<file path="config.mk">
export PLATFORM = sky130hd
export DESIGN_NAME = wb_writeback
export DESIGN_NICKNAME = d
export VERILOG_FILES = /design/src/rtl/wb_pkg.sv /design/src/rtl/wb_load_align.sv /design/src/rtl/wb_writeback.sv
export SDC_FILE = /design/constraint.sdc
export NUM_CORES = 1
export LEC_CHECK = 0
export CAP_MARGIN = 40
export CORE_MARGIN = 2
export CORE_UTILIZATION = 55
export DETAILED_ROUTE_END_ITERATION = 10
export PLACE_DENSITY = 0.9
export SLEW_MARGIN = 30
export SYNTH_ARGS = -nofsm -noshare
export SYNTH_HDL_FRONTEND = slang
export SYNTH_HIERARCHICAL = 1
export SYNTH_SLANG_ARGS = --single-unit
</file>
<file path="constraint.sdc">
create_clock -name clk -period 6.5 [get_ports clk]
set_input_delay 1.3 -clock clk [delete_from_list [all_inputs] [get_ports clk]]
set_output_delay 1.3 -clock clk [all_outputs]
set_load 0.005 [all_outputs]
</file>
<file path="src/rtl/wb_pkg.sv">
// Shared definitions for the RV32I writeback stage: load funct3 codes, queue entry type, defaults.
package wb_pkg;

    localparam logic [2:0] F3_LB  = 3'b000;
    localparam logic [2:0] F3_LH  = 3'b001;
    localparam logic [2:0] F3_LW  = 3'b010;
    localparam logic [2:0] F3_LBU = 3'b100;
    localparam logic [2:0] F3_LHU = 3'b101;

    localparam int STARVE_LIMIT_DEFAULT = 2;
    localparam int LQ_DEPTH_DEFAULT     = 2;

    typedef struct packed {
        logic [4:0]  rd;
        logic [31:0] data;
    } wb_entry_t;

endpackage

</file>
<file path="src/rtl/wb_load_align.sv">
// Load response alignment: byte/half lane select, sign/zero extension and legality check.
module wb_load_align
    import wb_pkg::*;
(
    input  logic [2:0]  funct3,
    input  logic [1:0]  addr_lo,
    input  logic [31:0] rdata,
    output logic [31:0] data,
    output logic        legal
);

    logic [31:0] shifted;
    logic [7:0]  byte_val;
    logic [15:0] half_val;

    always_comb begin
        shifted  = rdata >> {addr_lo, 3'b000};
        byte_val = shifted[7:0];
        half_val = addr_lo[1] ? rdata[31:16] : rdata[15:0];
        data     = '0;
        legal    = 1'b0;
        case (funct3)
            F3_LB: begin
                data  = {{24{byte_val[7]}}, byte_val};
                legal = 1'b1;
            end
            F3_LBU: begin
                data  = {24'd0, byte_val};
                legal = 1'b1;
            end
            F3_LH: begin
                data  = {{16{half_val[15]}}, half_val};
                legal = ~addr_lo[0];
            end
            F3_LHU: begin
                data  = {16'd0, half_val};
                legal = ~addr_lo[0];
            end
            F3_LW: begin
                data  = rdata;
                legal = (addr_lo == 2'b00);
            end
            default: begin
                data  = '0;
                legal = 1'b0;
            end
        endcase
    end

endmodule

</file>
<file path="src/rtl/wb_writeback.sv">
// Writeback stage: arbitrates ALU results against a small load queue into one register-file write per cycle.
// Optional forwarding ports are added when WB_BYPASS_EN is defined.
module wb_writeback
    import wb_pkg::*;
#(
    parameter int LQ_DEPTH     = LQ_DEPTH_DEFAULT,
    parameter int STARVE_LIMIT = STARVE_LIMIT_DEFAULT
) (
    input  logic        clk,
    input  logic        rst,
    input  logic        alu_valid,
    output logic        alu_ready,
    input  logic [4:0]  alu_rd,
    input  logic [31:0] alu_data,
    input  logic        ld_valid,
    input  logic [4:0]  ld_rd,
    input  logic [2:0]  ld_funct3,
    input  logic [1:0]  ld_addr_lo,
    input  logic [31:0] ld_rdata,
    input  logic        err_clr,
    output logic        wb_en,
    output logic [4:0]  wb_rd,
    output logic [31:0] wb_data,
    output logic        ld_overflow,
    output logic        ld_error
`ifdef WB_BYPASS_EN
    ,
    input  logic [4:0]  byp_rs1_addr,
    input  logic [4:0]  byp_rs2_addr,
    output logic        byp_rs1_hit,
    output logic        byp_rs2_hit,
    output logic [31:0] byp_rs1_data,
    output logic [31:0] byp_rs2_data
`endif
);

    localparam int PTR_W = $clog2(LQ_DEPTH);
    localparam int CNT_W = PTR_W + 1;
    localparam int SW    = $clog2(STARVE_LIMIT + 2);

    wb_entry_t        lq_mem [LQ_DEPTH];
    logic [PTR_W-1:0] head_reg;
    logic [PTR_W-1:0] tail_reg;
    logic [CNT_W-1:0] count_reg;
    logic [SW-1:0]    starve_reg;

    logic [31:0] ld_data;
    logic        ld_legal;
    wb_entry_t   ld_entry;
    wb_entry_t   head_entry;
    logic        lq_nonempty;
    logic        alu_win;
    logic        lq_win;
    logic        lq_fits;
    logic        lq_push;
    logic        ovf_set;
    logic        err_set;

    wb_load_align u_align (
        .funct3  (ld_funct3),
        .addr_lo (ld_addr_lo),
        .rdata   (ld_rdata),
        .data    (ld_data),
        .legal   (ld_legal)
    );

    // Arbitration looks only at registered queue state, so a load is never granted in its arrival cycle.
    always_comb begin
        ld_entry    = '{rd: ld_rd, data: ld_data};
        head_entry  = lq_mem[head_reg];
        lq_nonempty = (count_reg != '0);
        alu_win     = alu_valid && (!lq_nonempty || (starve_reg == SW'(STARVE_LIMIT)));
        lq_win      = lq_nonempty && !alu_win;
        lq_fits     = ((count_reg - CNT_W'(lq_win)) < CNT_W'(LQ_DEPTH));
        lq_push     = ld_valid && ld_legal && lq_fits;
        ovf_set     = ld_valid && ld_legal && !lq_fits;
        err_set     = ld_valid && !ld_legal;
    end

    assign alu_ready = alu_win && !rst;

    // Queue storage needs no reset: a cleared count makes stale entries unreachable.
    always_ff @(posedge clk) begin
        if (lq_push) begin
            lq_mem[tail_reg] <= ld_entry;
        end
    end

    always_ff @(posedge clk or posedge rst) begin
        if (rst) begin
            head_reg    <= '0;
            tail_reg    <= '0;
            count_reg   <= '0;
            starve_reg  <= '0;
            wb_en       <= 1'b0;
            wb_rd       <= '0;
            wb_data     <= '0;
            ld_overflow <= 1'b0;
            ld_error    <= 1'b0;
        end else begin
            if (lq_push) begin
                tail_reg <= tail_reg + PTR_W'(1);
            end
            if (lq_win) begin
                head_reg <= head_reg + PTR_W'(1);
            end
            count_reg <= count_reg + CNT_W'(lq_push) - CNT_W'(lq_win);

            if (alu_valid && lq_win) begin
                if (starve_reg != SW'(STARVE_LIMIT)) begin
                    starve_reg <= starve_reg + SW'(1);
                end
            end else begin
                starve_reg <= '0;
            end

            // Writes to x0 complete the handshake but never reach the register file.
            if (alu_win) begin
                wb_en <= (alu_rd != 5'd0);
                if (alu_rd != 5'd0) begin
                    wb_rd   <= alu_rd;
                    wb_data <= alu_data;
                end
            end else if (lq_win) begin
                wb_en <= (head_entry.rd != 5'd0);
                if (head_entry.rd != 5'd0) begin
                    wb_rd   <= head_entry.rd;
                    wb_data <= head_entry.data;
                end
            end else begin
                wb_en <= 1'b0;
            end

            ld_overflow <= ovf_set || (ld_overflow && !err_clr);
            ld_error    <= err_set || (ld_error && !err_clr);
        end
    end

`ifdef WB_BYPASS_EN
    assign byp_rs1_hit  = wb_en && (wb_rd == byp_rs1_addr) && (byp_rs1_addr != 5'd0);
    assign byp_rs2_hit  = wb_en && (wb_rd == byp_rs2_addr) && (byp_rs2_addr != 5'd0);
    assign byp_rs1_data = byp_rs1_hit ? wb_data : 32'd0;
    assign byp_rs2_data = byp_rs2_hit ? wb_data : 32'd0;
`endif

endmodule

</file>
==> results.py <==
metrics = {
    "worst_setup_path": {
        "path_class": "in -> out",
        "crit_arrival_ps": 2730,
        "cp.required_ps": 5200,
        "start_kind": "input port",
        "worstPathMaxFanout": 5,
        "rrSetupSlack_ps": 3800,
        "crit_path_end_kind": "output port",
    },
    "timing": {
        "max_slew.worst_pin.slew_ps": 718,
        "grt_setup_unrepaired": "no",
        "finalCriticalPeriod_ps": 4030,
        "relSlewSlack_pct": 51.9,
        "fin_skew_ps": 12.6,
        "slew_viol_final": 0,
        "fmax_mhz": 248,
        "period_share_pct": 62.0,
        "tns_ps": 0,
        "setup_slack_ps": 2470,
        "setup_viol": 0,
        "hold_viol": 0,
    },
    "route": {
        "drc": 0,
        "vias_per_cell": 6.03,
        "drtIter0Drc": 394,
        "met2_length_mm": 7.58,
        "ant_nets": 0,
        "first_pass_iters": 5,
        "num_vias": 4230,
        "routed.top_layer": "met4",
        "wl_per_cell_um": 21.1,
        "met1_length_mm": 5.69,
        "wl_mm": 14.8,
        "met3WireLength_mm": 1.14,
    },
    "grt": {
        "grt-ovfl-total": 0,
        "grt_pass1_vias": 4236,
        "grt_pass1_wl_mm": 22.8,
        "grt_max_degree": 43,
        "track_usage_pct": 27.1,
        "antenna_found_initial": 0,
    },
    "floorplanning": {
        "die_area_um2": 11200,
        "die_h_um": 106,
        "row_count": 37,
        "num_io_pins": 125,
        "die_w_um": 106,
        "coreArea_um2": 10200,
        "start_util_pct": 56.0,
    },
    "yosys": {
        "synth-edff-count": 74,
        "synth_most_common_cell": "edfxtp_1",
        "synth_cell_types": 49,
        "ys_warn_count": 6,
        "syn-cell-area_um2": 5730,
        "synth_top_area_share_pct": 38.8,
        "synth-async-reset-ratio_pct": 38.3,
        "ys_ff_latch": 120,
        "synth_common_cells": "edfxtp_1, nand2_1, dfrtp_1, inv_1, mux2i_1",
        "avgSynthCellArea_um2": 13.3,
        "ys_seq_area_share_pct": 58.9,
        "dominantRegCellSynth": "edfxtp_1",
        "yosysTopAreaCell": "edfxtp_1",
        "synth_cells": 431,
        "synth_nets": 518,
        "synth_area_leaders": "edfxtp_1, dfrtp_1, mux2i_1",
    },
    "cts": {
        "path_clk_slew_ps": 60,
        "numClockSinks": 120,
        "ctsHtreeMaxLevel": 4,
        "clock_latency_ps": 530,
        "cts_tree": "yes",
        "postCtsHoldBufs": 0,
        "cts_resized": 0,
        "cts_buffers": 17,
        "postCtsSetupRepairBufs": 0,
        "clockBufferDepth": 2,
        "root_buffer": "clkbuf_8",
    },
    "power_and_ir_drop": {
        "ir_drop_mv": 0.223,
        "clockPowerShare_pct": 31.2,
        "power.total_mw": 3.29,
        "combPwrFrac_pct": 32.4,
        "internal_power_mw": 2.26,
        "power.density_nw_per_um2": 425,
        "p_seq_share_pct": 36.4,
        "power.switching_mw": 1.03,
        "swShare_pct": 31.3,
        "leakagePower_nw": 2.96,
    },
    "finish": {
        "multi_input_area_um2": 2020,
        "final-seq-area_um2": 3380,
        "finalNetCount": 640,
        "diodes": 0,
        "fin_area_um2": 7750,
        "area_delta_synth_final_pct": 35.3,
        "reg.largest.list": "lq_mem: 74 flops, wb_data: 32 flops, wb_rd: 5 flops",
        "largest_reg_flops": 74,
        "n_fill_cell": 590,
        "largest_register": "lq_mem",
        "drive_above_1_share_pct": 16.3,
        "instances_no_fill": 702,
    },
    "place": {
        "dpl_cell_area_um2": 7080,
        "dp_hpwl_mm": 9.60,
        "dpl.cell_count": 668,
        "port_buffers": 124,
        "gp_congestion": 0.924,
        "pre_cts_ws_ps": 1730,
    },
    "worst_hold_path": {
        "min_path_type": "reg -> reg",
    },
    "run_status": {
        "outcome": "completed",
    },
    "flow_run": {
        "maxCapViolCount": 0,
    },
}
final timing paths:
kind	end	start	cells after the start
setup / recovery	alu_ready	alu_valid	4
hold / removal	starve_reg[0]	starve_reg[0]	1
setup reg to reg	wb_data[9]	head_reg	5
hold reg to reg	starve_reg[0]	starve_reg[0]	1
max in group asynchronous	wb_data[9]	rst	3
min in group asynchronous	wb_data[25]	rst	2
area by class of cell:
cell class / count / share of cell area (%)
Inverter: 47 / 2.28
Clock inverter: 14 / 2.83
Timing Repair Buffer: 132 / 17.6
Multi-Input combinational cell: 235 / 26.0
Clock buffer: 18 / 5.52
Tap cell: 136 / 2.20
Sequential cell: 120 / 43.6
power by group through the flow:
stage / logic (mW) / registers [mW] / clock network [mW]
5_1_grt: 1.15 / 1.22 / 1.07
6_report: 1.07 / 1.20 / 1.03
2_1_floorplan: 0.647 / 1.13 / 0
3_3_place_gp: 0.993 / 1.19 / 0
3_5_place_dp: 1.05 / 1.20 / 0
4_1_cts: 1.07 / 1.20 / 1.03
metrics by stage:
step / utilization [%] / hold WS [ps]
after detailed placement: 69.2 / 415
after floorplan: - / 402
final: 75.7 / 434
after global placement: 68.4 / 412
after CTS: 75.5 / 424
after global routing: 75.7 / 456
critical path, cell delays in order:
cell and delay [ps]:
clkdlybuf4s50_1 560, inv_1 140, nor3_1 200, clkdlybuf4s50_1 530
cells by family (layout without fill, tap and decap cells):
| logic type | Yosys count | after routing | share of synthesized area (%) |
|---|---|---|---|
| multiplexers | 48 | 48 | 8.74 |
| buffers and inverters | 76 | 211 | 6.42 |
| flip-flops | 120 | 120 | 58.9 |
| AO/OA/AOI/OAI | 102 | 102 | 18.6 |
| AND/OR/NAND/NOR | 78 | 78 | 6.05 |
| adder cells (fa/ha/maj) | 3 | 3 | 0.655 |
| XOR/XNOR | 4 | 4 | 0.612 |
layout by cell type, fill, tap and decap left out, types with 2 or more instances in the layout:
cell,instances
o22ai_1,4
o21ai_1,3
buf_6,2
clkinv_1,2
clkdlybuf4s50_1,124
nand2_1,50
bufinv_16,5
o221ai_1,21
buf_16,2
inv_6,3
o221ai_2,21
clkbuf_16,16
nor2_4,2
nor2b_2,2
ha_1,3
buf_4,3
nor2b_1,2
nor2_1,10
inv_1,45
a22oi_1,18
nor4_1,2
clkinv_4,3
nor3_1,2
mux2i_1,44
a211oi_2,16
xnor2_1,3
clkbuf_8,2
dfrtp_1,45
edfxtp_1,74
a221o_1,7
per-layer routing:
metal | up-vias | global-route usage [%]
met5 | - | 0
met4 | 0 | 10.7
met3 | 40 | 5.89
met2 | 224 | 45.9
met1 | 2086 | 34.3
li1 | 1880 | -
(Power assumes the default switching activity.)
